`src/rtl/clk_freq_mon.sv`:
```
// Clock frequency monitor: counts synchronised toggles of mon_tgl_i over a window of bus_clk cycles
// and flags stuck/slow/fast results. Define CLKMON_IRQ_EN to add the registered irq_o output.
module clk_freq_mon (
  input  logic        bus_clk,
  input  logic        rst_sys_n,
  input  logic        en_i,
  input  logic [15:0] win_len_i,
  input  logic [15:0] exp_min_i,
  input  logic [15:0] exp_max_i,
  input  logic        mon_tgl_i,
  input  logic        clr_i,
  output logic [15:0] cnt_o,
  output logic        done_o,
  output logic        stuck_o,
  output logic        too_slow_o,
  output logic        too_fast_o,
  output logic        busy_o
`ifdef CLKMON_IRQ_EN
  ,
  output logic        irq_o
`endif
);

  typedef enum logic [1:0] {
    IDLE    = 2'd0,
    MEASURE = 2'd1,
    REPORT  = 2'd2
  } state_t;

  state_t      r_state;
  logic        r_sync1;
  logic        r_sync2;
  logic        r_sync3;
  logic [15:0] r_remain;
  logic [15:0] r_count;
  logic [15:0] r_min;
  logic [15:0] r_max;

  logic        w_edge;
  logic        w_report;
  logic        w_set_stuck;
  logic        w_set_slow;
  logic        w_set_fast;
  logic [15:0] w_len_eff;

  // Both toggle polarities count: any difference between stage 2 and the delay flop is one edge.
  assign w_edge      = r_sync2 ^ r_sync3;
  assign w_report    = (r_state == REPORT);
  assign w_set_stuck = w_report && (r_count == 16'd0);
  assign w_set_slow  = w_report && (r_count < r_min);
  assign w_set_fast  = w_report && (r_count > r_max);
  assign w_len_eff   = (win_len_i == 16'd0) ? 16'd1 : win_len_i;

  always_ff @(posedge bus_clk or negedge rst_sys_n) begin
    if (!rst_sys_n) begin
      r_sync1 <= 1'b0;
      r_sync2 <= 1'b0;
      r_sync3 <= 1'b0;
    end else begin
      r_sync1 <= mon_tgl_i;
      r_sync2 <= r_sync1;
      r_sync3 <= r_sync2;
    end
  end

  always_ff @(posedge bus_clk or negedge rst_sys_n) begin
    if (!rst_sys_n) begin
      r_state    <= IDLE;
      r_remain   <= 16'd0;
      r_count    <= 16'd0;
      r_min      <= 16'd0;
      r_max      <= 16'd0;
      cnt_o      <= 16'd0;
      done_o     <= 1'b0;
      busy_o     <= 1'b0;
      stuck_o    <= 1'b0;
      too_slow_o <= 1'b0;
      too_fast_o <= 1'b0;
    end else begin
      done_o <= 1'b0;
      case (r_state)
        IDLE: begin
          if (en_i) begin
            r_state  <= MEASURE;
            busy_o   <= 1'b1;
            r_remain <= w_len_eff;
            r_min    <= exp_min_i;
            r_max    <= exp_max_i;
            r_count  <= 16'd0;
          end
        end
        MEASURE: begin
          if (!en_i) begin
            r_state <= IDLE;
            busy_o  <= 1'b0;
          end else begin
            if (w_edge && (r_count != 16'hFFFF)) begin
              r_count <= r_count + 16'd1;
            end
            if (r_remain == 16'd1) begin
              r_state <= REPORT;
            end else begin
              r_remain <= r_remain - 16'd1;
            end
          end
        end
        REPORT: begin
          cnt_o  <= r_count;
          done_o <= 1'b1;
          if (en_i) begin
            // An edge arriving in the report cycle belongs to the next window.
            r_state  <= MEASURE;
            r_remain <= w_len_eff;
            r_min    <= exp_min_i;
            r_max    <= exp_max_i;
            r_count  <= {15'd0, w_edge};
          end else begin
            r_state <= IDLE;
            busy_o  <= 1'b0;
          end
        end
        default: begin
          r_state <= IDLE;
          busy_o  <= 1'b0;
        end
      endcase
      // A flag being set in the report cycle beats a simultaneous clear.
      stuck_o    <= (stuck_o    & ~clr_i) | w_set_stuck;
      too_slow_o <= (too_slow_o & ~clr_i) | w_set_slow;
      too_fast_o <= (too_fast_o & ~clr_i) | w_set_fast;
    end
  end

`ifdef CLKMON_IRQ_EN
  always_ff @(posedge bus_clk or negedge rst_sys_n) begin
    if (!rst_sys_n) begin
      irq_o <= 1'b0;
    end else begin
      irq_o <= stuck_o | too_slow_o | too_fast_o;
    end
  end
`endif

endmodule

```
`config.mk`:
```
export PLATFORM = sky130hd
export DESIGN_NAME = clk_freq_mon
export DESIGN_NICKNAME = d
export VERILOG_FILES = /design/src/rtl/clk_freq_mon.sv
export SDC_FILE = /design/constraint.sdc
export NUM_CORES = 1
export LEC_CHECK = 0
export CORE_ASPECT_RATIO = 0.5
export CORE_MARGIN = 2
export CORE_UTILIZATION = 35
export CTS_CLUSTER_DIAMETER = 120
export CTS_CLUSTER_SIZE = 30
export DETAILED_ROUTE_END_ITERATION = 16
export MAX_ROUTING_LAYER = met4
export PLACE_DENSITY_LB_ADDON = 0.05
export SLEW_MARGIN = 20
export SYNTH_ARGS = -nofsm -noshare
export SYNTH_HDL_FRONTEND = slang
export SYNTH_SLANG_ARGS = --single-unit
```
`constraint.sdc`:
```
create_clock -name bus_clk -period 3.9 [get_ports bus_clk]
set_input_delay 0.78 -clock bus_clk [delete_from_list [all_inputs] [get_ports bus_clk]]
set_output_delay 0.78 -clock bus_clk [all_outputs]
set_load 0.05 [all_outputs]
```
* After elaboration in Yosys (flattened, before gate mapping) *
Cells that the tools add are included.

operators by class
  mux-type cells = 19
  order comparisons = 2
  reduce and logical (&&, ||, !) cells = 16
  bitwise logic cells = 8
  eq/ne operators = 12
  $add $sub $neg = 2

operators by type and width
  operator                                                               count
  16-bit two-way mux                                                     8
  16-bit one-hot mux with 3 select lines                                 1
  16-bit zero test                                                       2
  16-bit one-hot mux with 2 select lines                                 1
  16-bit by 1-bit adder with 16-bit output (second input constant)       1
  16-bit by 1-bit == test with 1-bit output (second input constant)      1
  16-bit greater-than comparator                                         1
  16-bit less-than comparator                                            1
  16-bit != test (second input constant)                                 1
  16-bit by 1-bit subtractor with 16-bit output (second input constant)  1
  2-bit != test (second input constant)                                  6
  2-bit two-way mux                                                      3
  2-bit one-hot mux with 3 select lines                                  1
  2-bit AND reduction                                                    3
  5-bit AND reduction                                                    1
  1-bit logical AND                                                      4
  1-bit two-way mux                                                      4
  4-bit AND reduction                                                    1
  2-bit OR reduction                                                     2
  1-bit AND                                                              3
  3-bit != test (second input constant)                                  1
  1-bit OR                                                               3
  3-bit nonzero test                                                     1
  2-bit by 1-bit == test with 1-bit output (second input constant)       1
  7 further kinds                                                        7

storage, ports and cells
  register bits = 90
  output and inout bits = 21
  word-level logic and storage cells = 73
  input port bits = 53

* Longest topological paths before layout *
Gate-level depths: netlist of the first run.

  depth in word-level cells = 5
  mapped depth = 9
  mapped depth without buffers = 6

* Worst setup path after synthesis of the first run *
No wires, ideal clock.

  path kind = input-to-reg
  start = input port en_i
  end = register r_count[4]
  data arrival time = 1953 ps
  required time = 3763 ps
  path slack = 1810 ps
  stages on the path = 6
  setup time = 137 ps
  buffers on the path = 2
  path through = clkbuf_1 nor2b_1 o21ai_0 o22ai_2 buf_2 a31oi_1

on the way
  cells in the longest elaborated chain, start to end = 2
  elaborated cells on any way between the ends = 4
  those cells by class = 3 x eq/ne; 1 x reduce/logical

RTL lines
  item                                      RTL line  text
  start: declaration                        6         input logic en_i,
  2-bit != test (no source line)            --
  5-bit AND reduction (no source line) (*)  --
  end signal: assignment                    98        r_count <= r_count + 16'd1;
  end signal: assignment                    116       r_count <= {15'd0, w_edge};
  end: declaration                          35        logic [15:0] r_count;

Every way passes the cells marked *; elsewhere a longest branch is shown, timed or not.
A chain may end at the register's enable or synchronous reset.

* Final worst setup path of the first run *
  start = register r_state[0]
  end = register r_count[1]

on the way
  cells in the longest elaborated chain, start to end = 3
  elaborated cells on any way between the ends = 10
  those cells by class = 6 x eq/ne; 1 x mux; 3 x reduce/logical

RTL lines
  item                                                                  RTL line  text
  start: declaration                                                    30        state_t r_state;
  start signal: assignment                                              68        r_state <= IDLE;
  start signal: assignment                                              84        r_state <= MEASURE;
  start signal: assignment                                              94        r_state <= IDLE;
  2-bit == test (*)                                                     --
  named net w_report                                                    40        logic w_report;
  2-bit != test (no source line) or 3-bit nonzero test (tied branches)  --
  5-bit AND reduction (no source line)                                  --

Mark *: on every way through the listed nets, which the timed path passes. The rest lies on a longest branch.

==> summary.txt, run 1 <==
Yosys
  • Dominant synthesized flop cell: dfrtp_1
  • Netlist cell types: 64
  • Seq/Total Area, Yosys: 0.429
  • Mapped cell area: 5240 µm²
  • Syn_area_per_cell: 10.3 µm²
  • Synth warnings: 0
  • Post-synth EDFFs: 0
  • Post-Synthesis Cells: 510
  • FF+latch count, synth: 90
  • Syn nets: 602
  • Post-synth ARST share: 1.00

GRT
  • Grt ovf: 0
  • Vias in the first global route: 4332
  • Pin count of the biggest net entering global routing: 69
  • First-pass GRT wire length: 23200 µm
  • Gr usage total: 0.190
  • Initial antenna violation count: 0

Finish
  • Register area: 2250 µm²
  • Non-filler cells, final: 779
  • Multi-input gate area: 2700 µm²
  • Antenna cell count: 0
  • Fillers: 1416
  • Nets: 668
  • Most frequent cells in the layout: 90 x dfrtp_1, 72 x clkdlybuf4s50_1, 50 x mux2_2
  • Layout Area Growth over Synthesis: 23.4%
  • Commonest non-fill, non-tap cell in the layout: dfrtp_1
  • Layout cell share with drive strength beyond 1: 0.150
  • Final Util: 0.445

Timing
  • Clock skew: 0.0111 ns
  • Fin crit period: 2.64 ns
  • Pins Over Slew Limit: 0
  • Final hold slack: 0.355 ns
  • Fin crit share: 0.677
  • Worst-Margin Slew: 0.916 ns
  • Setup_tns: 0 ns
  • Max_slew headroom: 0.390
  • Fmax: 379 MHz
  • RSZ-0062 raised after global routing: false
  • # setup viols final: 0
  • Final hold vios: 0

Clock network
  • Worst-Skew Late Latency: 0.34 ns
  • TritonCTS Sinks: 90
  • Htree depth: 3
  • TritonCTS clock tree: yes
  • Post-CTS Setup Bufs: 0
  • Worst-path clk slew: 0.07 ns
  • Clock Path Buffers: 2
  • CTS resizes: 0
  • Clock root cell: clkbuf_16
  • CTS Buf Count: 9
  • Hold_buf cts: 0

Power
  • VDD IR max: 0.271 mV
  • Static leakage: 0.00279 µW
  • Pwr/cell area: 542 nW/µm²

Worst setup path
  • Crit-path max cell delay: 0.63 ns
  • Crit path required time: 4.16 ns
  • CP startpoint kind: register
  • Cell-by-cell trace of the critical path: inv_1 -> ha_1 -> nor4_1 -> o21ai_0 -> o22ai_2 -> mux2i_1
  • Worst Path Arrival: 2.90 ns
  • CP endpoint kind: register
  • Slowest cell on crit path: o22ai_2
  • Crit path kind: reg2reg
  • CP Max Fanout: 13

Detailed routing
  • First-pass iteration count of the detailed router: 5
  • Total number of vias: 4260
  • Vias per cell: 5.47
  • Wire length per cell: 17.7 µm
  • Drt total wl: 13800 µm
  • Detail Route Antenna Nets: 0
  • 1st-iter DRT viols: 260
  • Drt drc: 0

Placement
  • RePlAce Congestion: 0.841
  • Final HPWL DP: 9620 µm
  • Number of I/O port buffers: 73
  • Cells after DPL: 763

Floorplanning
  • Die height: 90.6 µm
  • Initial Util: 0.361
  • # rows: 31
  • Core Region: 14500 µm²
  • Die area: 16000 µm²
  • Die Wd: 177 µm
  • I/O pin count: 74

Outcome
  • Status: finished clean

Flow run
  • # Max-Cap Violations: 0

Hold path
  • Type of the most critical hold path: reg2reg
state kept, by name (all words and copies together) (netlist names):
name / cells
busy_o: 1
cnt_o: 16
done_o: 1
r_count: 16
r_max: 16
r_min: 16
r_remain: 16
r_state: 2
r_sync1: 1
r_sync2: 1
r_sync3: 1
stuck_o: 1
too_fast_o: 1
too_slow_o: 1
power breakdown:
| group | switching, µW | internal [µW] | total (µW) |
|---|---|---|---|
| sequential | 201 | 1180 | 1380 |
| combinational | 653 | 556 | 1210 |
| clock | 382 | 536 | 918 |
| total | 1240 | 2270 | 3510 |
metrics by stage:
stage | cell area, µm² | setup slack, ns | power [µW]
3_5_place_dp | 6160 | 1.02 | 2600
4_1_cts | 6470 | 1.28 | 3550
6_report | 6470 | 1.26 | 3510
2_1_floorplan | 5240 | 1.81 | 2240
3_3_place_gp | 6160 | 1.10 | 2600
5_1_grt | 6470 | 1.09 | 3780
kinds of logic (layout without fill, tap and decap cells):
kind of cell	Yosys count	after routing	synth area share
AND/OR/NAND/NOR	129	129	0.132
XOR/XNOR	1	1	0.00167
buffers and inverters	72	143	0.0563
multiplexers	53	53	0.113
adder cells (fa/ha/maj)	39	39	0.0931
AO/OA/AOI/OAI	126	126	0.175
flip-flops	90	90	0.429
area by class of cell:
| cell class | instances | area share |
|---|---|---|
| flip-flops and latches | 90 | 0.348 |
| multi-input cells | 348 | 0.417 |
| inverters | 46 | 0.0267 |
| repair buffers | 81 | 0.122 |
| well taps | 198 | 0.0383 |
| clock inverters | 5 | 0.00947 |
| clock buffers | 11 | 0.0391 |
per-layer routing:
| layer | vias up | wire length [µm] | track usage |
|---|---|---|---|
| met5 | - | 0 | - |
| met4 | 0 | 76 | 0.0365 |
| met3 | 7 | 714 | 0.0400 |
| met2 | 102 | 6180 | 0.284 |
| met1 | 2094 | 6840 | 0.265 |
| li1 | 2057 | - | - |
path summary, 6_finish.rpt:
check                      slack [ns]          end       start  depth (start not counted)
max in group asynchronous        2.58     cnt_o[7]   rst_sys_n                          2
hold / removal                   0.35      r_sync2     r_sync1                          0
min in group asynchronous        0.53  r_remain[1]   rst_sys_n                          1
setup reg to reg                 1.26   r_count[1]  r_state[0]                          6
hold reg to reg                  0.35      r_sync2     r_sync1                          0
setup / recovery                 1.26   r_count[1]  r_state[0]                          6
synth_stat cells, types with 4 or more instances:
| master | n | area [µm²] |
|---|---|---|
| o21a_1 | 6 | 45.0 |
| a211oi_1 | 6 | 45.0 |
| a2bb2oi_1 | 4 | 35.0 |
| nor2_1 | 25 | 93.8 |
| o21ai_0 | 11 | 55.1 |
| clkbuf_1 | 11 | 41.3 |
| buf_2 | 11 | 55.1 |
| a31oi_1 | 15 | 93.8 |
| nor2b_1 | 5 | 31.3 |
| mux2_2 | 50 | 563 |
| o211ai_1 | 4 | 30.0 |
| a2111oi_0 | 4 | 35.0 |
| nand2_1 | 31 | 116 |
| nand4_1 | 13 | 81.3 |
| a41oi_1 | 6 | 52.6 |
| ha_1 | 39 | 488 |
| a21oi_1 | 20 | 100 |
| a221oi_1 | 6 | 52.6 |
| a21o_1 | 5 | 37.5 |
| nor3_1 | 9 | 45.0 |
| nor4_1 | 12 | 75.1 |
| or4_1 | 6 | 45.0 |
| dfrtp_1 | 90 | 2250 |
| a22oi_1 | 4 | 30.0 |
| o22ai_1 | 9 | 56.3 |
| inv_1 | 46 | 173 |
| nand3_1 | 6 | 30.0 |
critical path: cells and delay by family (launching register included):
kind	cells	cell delay, ns
mux	1	0.26
fa+ha+maj	1	0.40
compound gates	2	0.85
simple gates	1	0.54
buf+inv	1	0.10
flops	1	0.41
(Power assumes the default switching activity.)
==> run 2: changes to the inputs <==
==> constraint.sdc (replaced) <==
create_clock -name bus_clk -period 2.65 [get_ports bus_clk]
set_input_delay 0.53 -clock bus_clk [delete_from_list [all_inputs] [get_ports bus_clk]]
set_output_delay 0.53 -clock bus_clk [all_outputs]
set_load 0.05 [all_outputs]
==> summary.txt, run 2 (synthesized netlist as in run 1, its figures left out) <==
Placement
  • RePlAce Congestion: 0.914 (+8.7%)
  • Cell Area, Placed: 6340 µm² (+3.0%)
  • Cells after DPL: 784 (+2.8%)
  • Number of I/O port buffers: 73 (unchanged)
  • Final HPWL DP: 9950 µm (+3.5%)

Timing
  • RSZ-0062 raised after global routing: false
  • Setup_tns: 0 ns (unchanged)
  • Worst-Margin Slew: 0.780 ns (-0.136 ns)
  • # setup viols final: 0 (unchanged)
  • Fmax: 439 MHz (+16%)
  • Clock skew: 0.00673 ns (-0.00434 ns)
  • Fin crit period: 2.28 ns (-0.364 ns)
  • Final hold slack: 0.169 ns (-0.186 ns)
  • Final hold vios: 0 (unchanged)
  • Fin crit share: 0.860 (+0.182)
  • Pins Over Slew Limit: 0 (unchanged)
  • Max_slew headroom: 0.480 (+0.0906)

Floorplanning
  • Core Region: 14500 µm² (unchanged)
  • I/O pin count: 74 (unchanged)
  • Die Wd: 177 µm (unchanged)
  • Initial Util: 0.361 (unchanged)
  • Die area: 16000 µm² (unchanged)
  • Die height: 90.6 µm (unchanged)
  • # rows: 31 (unchanged)

Power
  • Pwr/cell area: 753 nW/µm² (+39%)
  • VDD IR max: 0.297 mV (+9.6%)
  • Static leakage: 0.00287 µW (+2.9%)

Clock network
  • TritonCTS Sinks: 90 (unchanged)
  • TritonCTS clock tree: yes
  • CTS resizes: 0 (unchanged)
  • CTS Buf Count: 9 (unchanged)
  • Worst-path clk slew: 0.06 ns (about the same)
  • Post-CTS Setup Bufs: 0 (unchanged)
  • Hold_buf cts: 0 (unchanged)
  • Htree depth: 3 (unchanged)
  • Worst-Skew Late Latency: 0.33 ns (about the same)
  • Clock root cell: clkbuf_16
  • Clock Path Buffers: 2 (unchanged)

Worst setup path
  • Worst Path Arrival: 2.49 ns (-0.41 ns)
  • Crit path kind: reg2reg
  • Crit path required time: 2.86 ns (-1.30 ns)
  • CP startpoint kind: register
  • CP endpoint kind: register
  • CP Max Fanout: 11 (-2)

Detailed routing
  • Detail Route Antenna Nets: 0 (unchanged)
  • Wire length per cell: 17.3 µm (-2.2%)
  • Drt drc: 0 (unchanged)
  • Drt total wl: 13800 µm (about the same)
  • Vias per cell: 5.35 (-2.3%)
  • 1st-iter DRT viols: 191 (-27%)
  • First-pass iteration count of the detailed router: 4 (-1)
  • Total number of vias: 4260 (unchanged)

Hold path
  • Type of the most critical hold path: in2async

Outcome
  • Status: finished clean

GRT
  • Pin count of the biggest net entering global routing: 38 (-45%)
  • First-pass GRT wire length: 22500 µm (-2.9%)
  • Vias in the first global route: 4272 (-1.4%)
  • Gr usage total: 0.184 (-0.00535)
  • Grt ovf: 0 (unchanged)
  • Initial antenna violation count: 0 (unchanged)

Finish
  • Commonest non-fill, non-tap cell in the layout: dfrtp_1
  • Most frequent cells in the layout: 90 x dfrtp_1, 72 x clkdlybuf4s50_1, 50 x mux2_2
  • Nets: 689 (+3.1%)
  • Layout Area Growth over Synthesis: 25.5%
  • Final instance area: 6580 µm² (+1.7%)
  • Non-filler cells, final: 797 (+2.3%)
  • Layout cell share with drive strength beyond 1: 0.170 (+0.0205)
  • Antenna cell count: 0 (unchanged)
  • Fillers: 1419 (+0.21%)

Flow run
  • # Max-Cap Violations: 0 (unchanged)
[run 2: final timing paths]
path,from,to,slack (ns),cells past startpoint
setup / recovery,r_state[1],r_remain[10],0.37,7
hold / removal,rst_sys_n,r_remain[1],0.17,1
max in group asynchronous,rst_sys_n,r_count[13],1.82,2
setup reg to reg,r_state[1],r_remain[10],0.37,7
hold reg to reg,r_sync1,r_sync2,0.35,0
min in group bus_clk,r_sync1,r_sync2,0.35,0
[run 2: metal layers]
layer	vias up	share of wire	wire length, µm	track usage
met1	2058	0.49	6790	0.253
li1	2089	-	-	-
met3	12	0.056	770	0.0417
met4	0	0.0095	131	0.0372
met5	-	0	0	-
met2	101	0.44	6120	0.279
[run 2: per-stage QoR]
step | power (µW) | util | setup slack (ns)
floorplan | 3300 | - | 0.685
global placement | 3870 | 0.436 | 0.414
detailed placement | 3870 | 0.436 | 0.408
CTS | 5020 | 0.452 | 0.394
global route | 5330 | 0.452 | 0.222
finish | 4960 | 0.452 | 0.372
[run 2: critical path: stages, from the launching register on]
cell and delay [ns]:
dfrtp_1 0.40, inv_1 0.12, ha_1 0.41, nor2b_1 0.09, o22ai_1 0.61, buf_4 0.30, a221oi_1 0.07, a2bb2oi_1 0.15
[run 2: layout make-up]
cell class	count	area [µm²]	area share
multi-input cells	348	2700	0.410
flip-flops and latches	90	2250	0.342
repair buffers	102	971	0.148
well taps	198	248	0.0376
clock buffers	12	236	0.0359
inverters	46	173	0.0262
clock inverters	1	5.00	0.000760
[run 2: where the power goes]
part           total, µW  switching (µW)  internal (µW)
Sequential          2020             290           1740
Clock               1110             492            620
Combinational       1820             961            861
==> run 3: changes to the inputs <==
--- a/config.mk
+++ b/config.mk
@@ -11,7 +11,6 @@
 export CTS_CLUSTER_DIAMETER = 120
 export CTS_CLUSTER_SIZE = 30
 export DETAILED_ROUTE_END_ITERATION = 16
-export MAX_ROUTING_LAYER = met4
 export PLACE_DENSITY_LB_ADDON = 0.05
 export SLEW_MARGIN = 20
 export SYNTH_ARGS = -nofsm -noshare
==> constraint.sdc (replaced) <==
create_clock -name bus_clk -period 2 [get_ports bus_clk]
set_input_delay 0.4 -clock bus_clk [delete_from_list [all_inputs] [get_ports bus_clk]]
set_output_delay 0.4 -clock bus_clk [all_outputs]
set_load 0.05 [all_outputs]
==> summary.txt, run 3 (synthesized netlist as in run 1, its figures left out) <==
Outcome
  • Status: finished, violations left
  • Failing checks: hold timing

Placement
  • RePlAce Congestion: 0.809 (-11%)
  • Final HPWL DP: 10800 µm (+8.3%)
  • Pre-CTS setup slack: -0.00919 ns (-0.417 ns)
  • Cells after DPL: 839 (+7.0%)
  • Number of I/O port buffers: 73 (unchanged)

Finish
  • Antenna cell count: 0 (unchanged)
  • Layout cell share with drive strength beyond 1: 0.274 (+0.104)
  • Commonest non-fill, non-tap cell in the layout: dfrtp_1
  • Nets: 747 (+8.4%)
  • Fillers: 1389 (-2.1%)
  • Non-filler cells, final: 858 (+7.7%)
  • Most frequent cells in the layout: 86 x dfrtp_1, 81 x buf_4, 72 x clkdlybuf4s50_1
  • Multi-input gate area: 2760 µm² (+2.5%)
  • Register area: 2260 µm² (+0.22%)
  • Layout Area Growth over Synthesis: 37.9%

Detailed routing
  • First-pass iteration count of the detailed router: 4 (unchanged)
  • Drt total wl: 14700 µm (+6.5%)
  • Vias per cell: 5.26 (-1.6%)
  • Detail Route Antenna Nets: 0 (unchanged)
  • Total number of vias: 4511 (+5.9%)
  • Wire length per cell: 17.2 µm (-1.1%)
  • 1st-iter DRT viols: 261 (+37%)
  • Drt drc: 0 (unchanged)

Worst setup path
  • CP Max Fanout: 2 (-9)
  • Cell-by-cell trace of the critical path: clkdlybuf4s50_1
  • CP endpoint kind: primary output
  • CP startpoint kind: register
  • Crit path kind: reg2out
  • Slowest cell on crit path: clkdlybuf4s50_1
  • Worst Path Arrival: 1.52 ns (-0.97 ns)
  • Cell family with most CP delay: buffers and inverters
  • Crit-path max cell delay: 0.82 ns (+0.21 ns)
  • Crit path buffers/inverters: 1 (-1)
  • Crit path required time: 1.60 ns (-1.26 ns)

Timing
  • Pins Over Slew Limit: 0 (unchanged)
  • Max_slew headroom: 0.662 (+0.182)
  • Setup_tns: 0 ns (unchanged)
  • RSZ-0062 raised after global routing: false
  • Final setup margin: 0.0847 ns (-0.288 ns)
  • Fmax: 522 MHz
  • # setup viols final: 0 (unchanged)
  • Fin crit period: 1.92 ns
  • Final hold vios: 5 (+5)
  • Clock skew: 0.00732 ns (+0.000593 ns)
  • Worst-Margin Slew: 0.505 ns (-0.275 ns)
  • Final hold slack: -0.00852 ns (-0.178 ns)
  • Fin crit share: 0.958

Power
  • Int Power: 5020 µW (+56%)
  • Reg power frac: 0.346 (-0.062)
  • Clock share of power: 0.248 (+0.024)
  • Static leakage: 0.00323 µW (+12%)
  • Switching Fraction: 0.337 (-0.0141)
  • VDD IR max: 0.404 mV (+36%)
  • P_sw: 2560 µW (+47%)
  • Total chip power: 7580 µW (+53%)
  • Gate power share: 0.406 (+0.039)
  • Pwr/cell area: 1050 nW/µm² (+39%)

Floorplanning
  • Core Region: 14500 µm² (unchanged)
  • Die area: 16000 µm² (unchanged)
  • Die Wd: 177 µm (unchanged)
  • Initial Util: 0.361 (unchanged)
  • I/O pin count: 74 (unchanged)
  • # rows: 31 (unchanged)
  • Die height: 90.6 µm (unchanged)

GRT
  • Grt ovf: 0 (unchanged)
  • Pin count of the biggest net entering global routing: 44 (+16%)
  • Vias in the first global route: 4555 (+6.6%)
  • Initial antenna violation count: 0 (unchanged)
  • First-pass GRT wire length: 24100 µm (+6.7%)
  • Gr usage total: 0.192 (+0.00753)

Clock network
  • Hold_buf cts: 0 (unchanged)
  • Worst-Skew Late Latency: 0.33 ns (about the same)
  • CTS Buf Count: 9 (unchanged)
  • TritonCTS clock tree: yes
  • TritonCTS Sinks: 90 (unchanged)
  • Htree depth: 3 (unchanged)
  • Worst-path clk slew: 0.07 ns (about the same)
  • Clock Path Buffers: 2 (unchanged)
  • Clock root cell: clkbuf_16

Flow run
  • # Max-Cap Violations: 0 (unchanged)

Hold path
  • Type of the most critical hold path: in2async
[run 3: power groups by stage]
stage | Sequential [µW] | Combinational, µW | Clock [µW]
4_1_cts | 2610 | 3010 | 1930
2_1_floorplan | 2630 | 1750 | 0
6_report | 2620 | 3070 | 1880
5_1_grt | 2690 | 3410 | 2010
3_5_place_dp | 2640 | 2920 | 0
3_3_place_gp | 2640 | 2890 | 0
[run 3: timing repair]
action	in CTS	in global routing
gates cloned	1	0
pin swaps	0	2
setup buffers	0	2
gates resized for setup	3	19
endpoints found under the setup margin	2	45
hold endpoints to repair	0	0
[run 3: stage by stage]
stage                      util  area, µm²
final                     0.497       7230
after global placement    0.466       6780
after CTS                 0.492       7150
after floorplan               -       5240
after global routing      0.497       7230
after detailed placement  0.466       6780
[run 3: worst paths after layout]
path,from,to,slack (ns),cells past startpoint
hold / removal,rst_sys_n,r_remain[1],-0.009,1
hold reg to reg,r_sync1,r_sync2,0.35,0
min in group bus_clk,r_sync1,r_sync2,0.35,0
max in group asynchronous,rst_sys_n,r_max[3],1.35,2
setup reg to reg,r_remain[0],r_remain[0],0.09,7
setup / recovery,stuck_o,stuck_o,0.08,1
[run 3: final cells by class]
type                    count  share of cell area
clock inverters             4              0.0102
well taps                 198              0.0343
flip-flops and latches     90               0.312
clock buffers              12              0.0355
multi-input cells         348               0.382
inverters                  46              0.0239
repair buffers            160               0.202
[run 3: routing by layer]
metal	GRT usage	up-vias	wire, µm
met5	0	-	0
met4	0.0331	0	95
met3	0.0383	9	800
met2	0.300	110	6620
met1	0.276	2187	7200
li1	-	2205	-
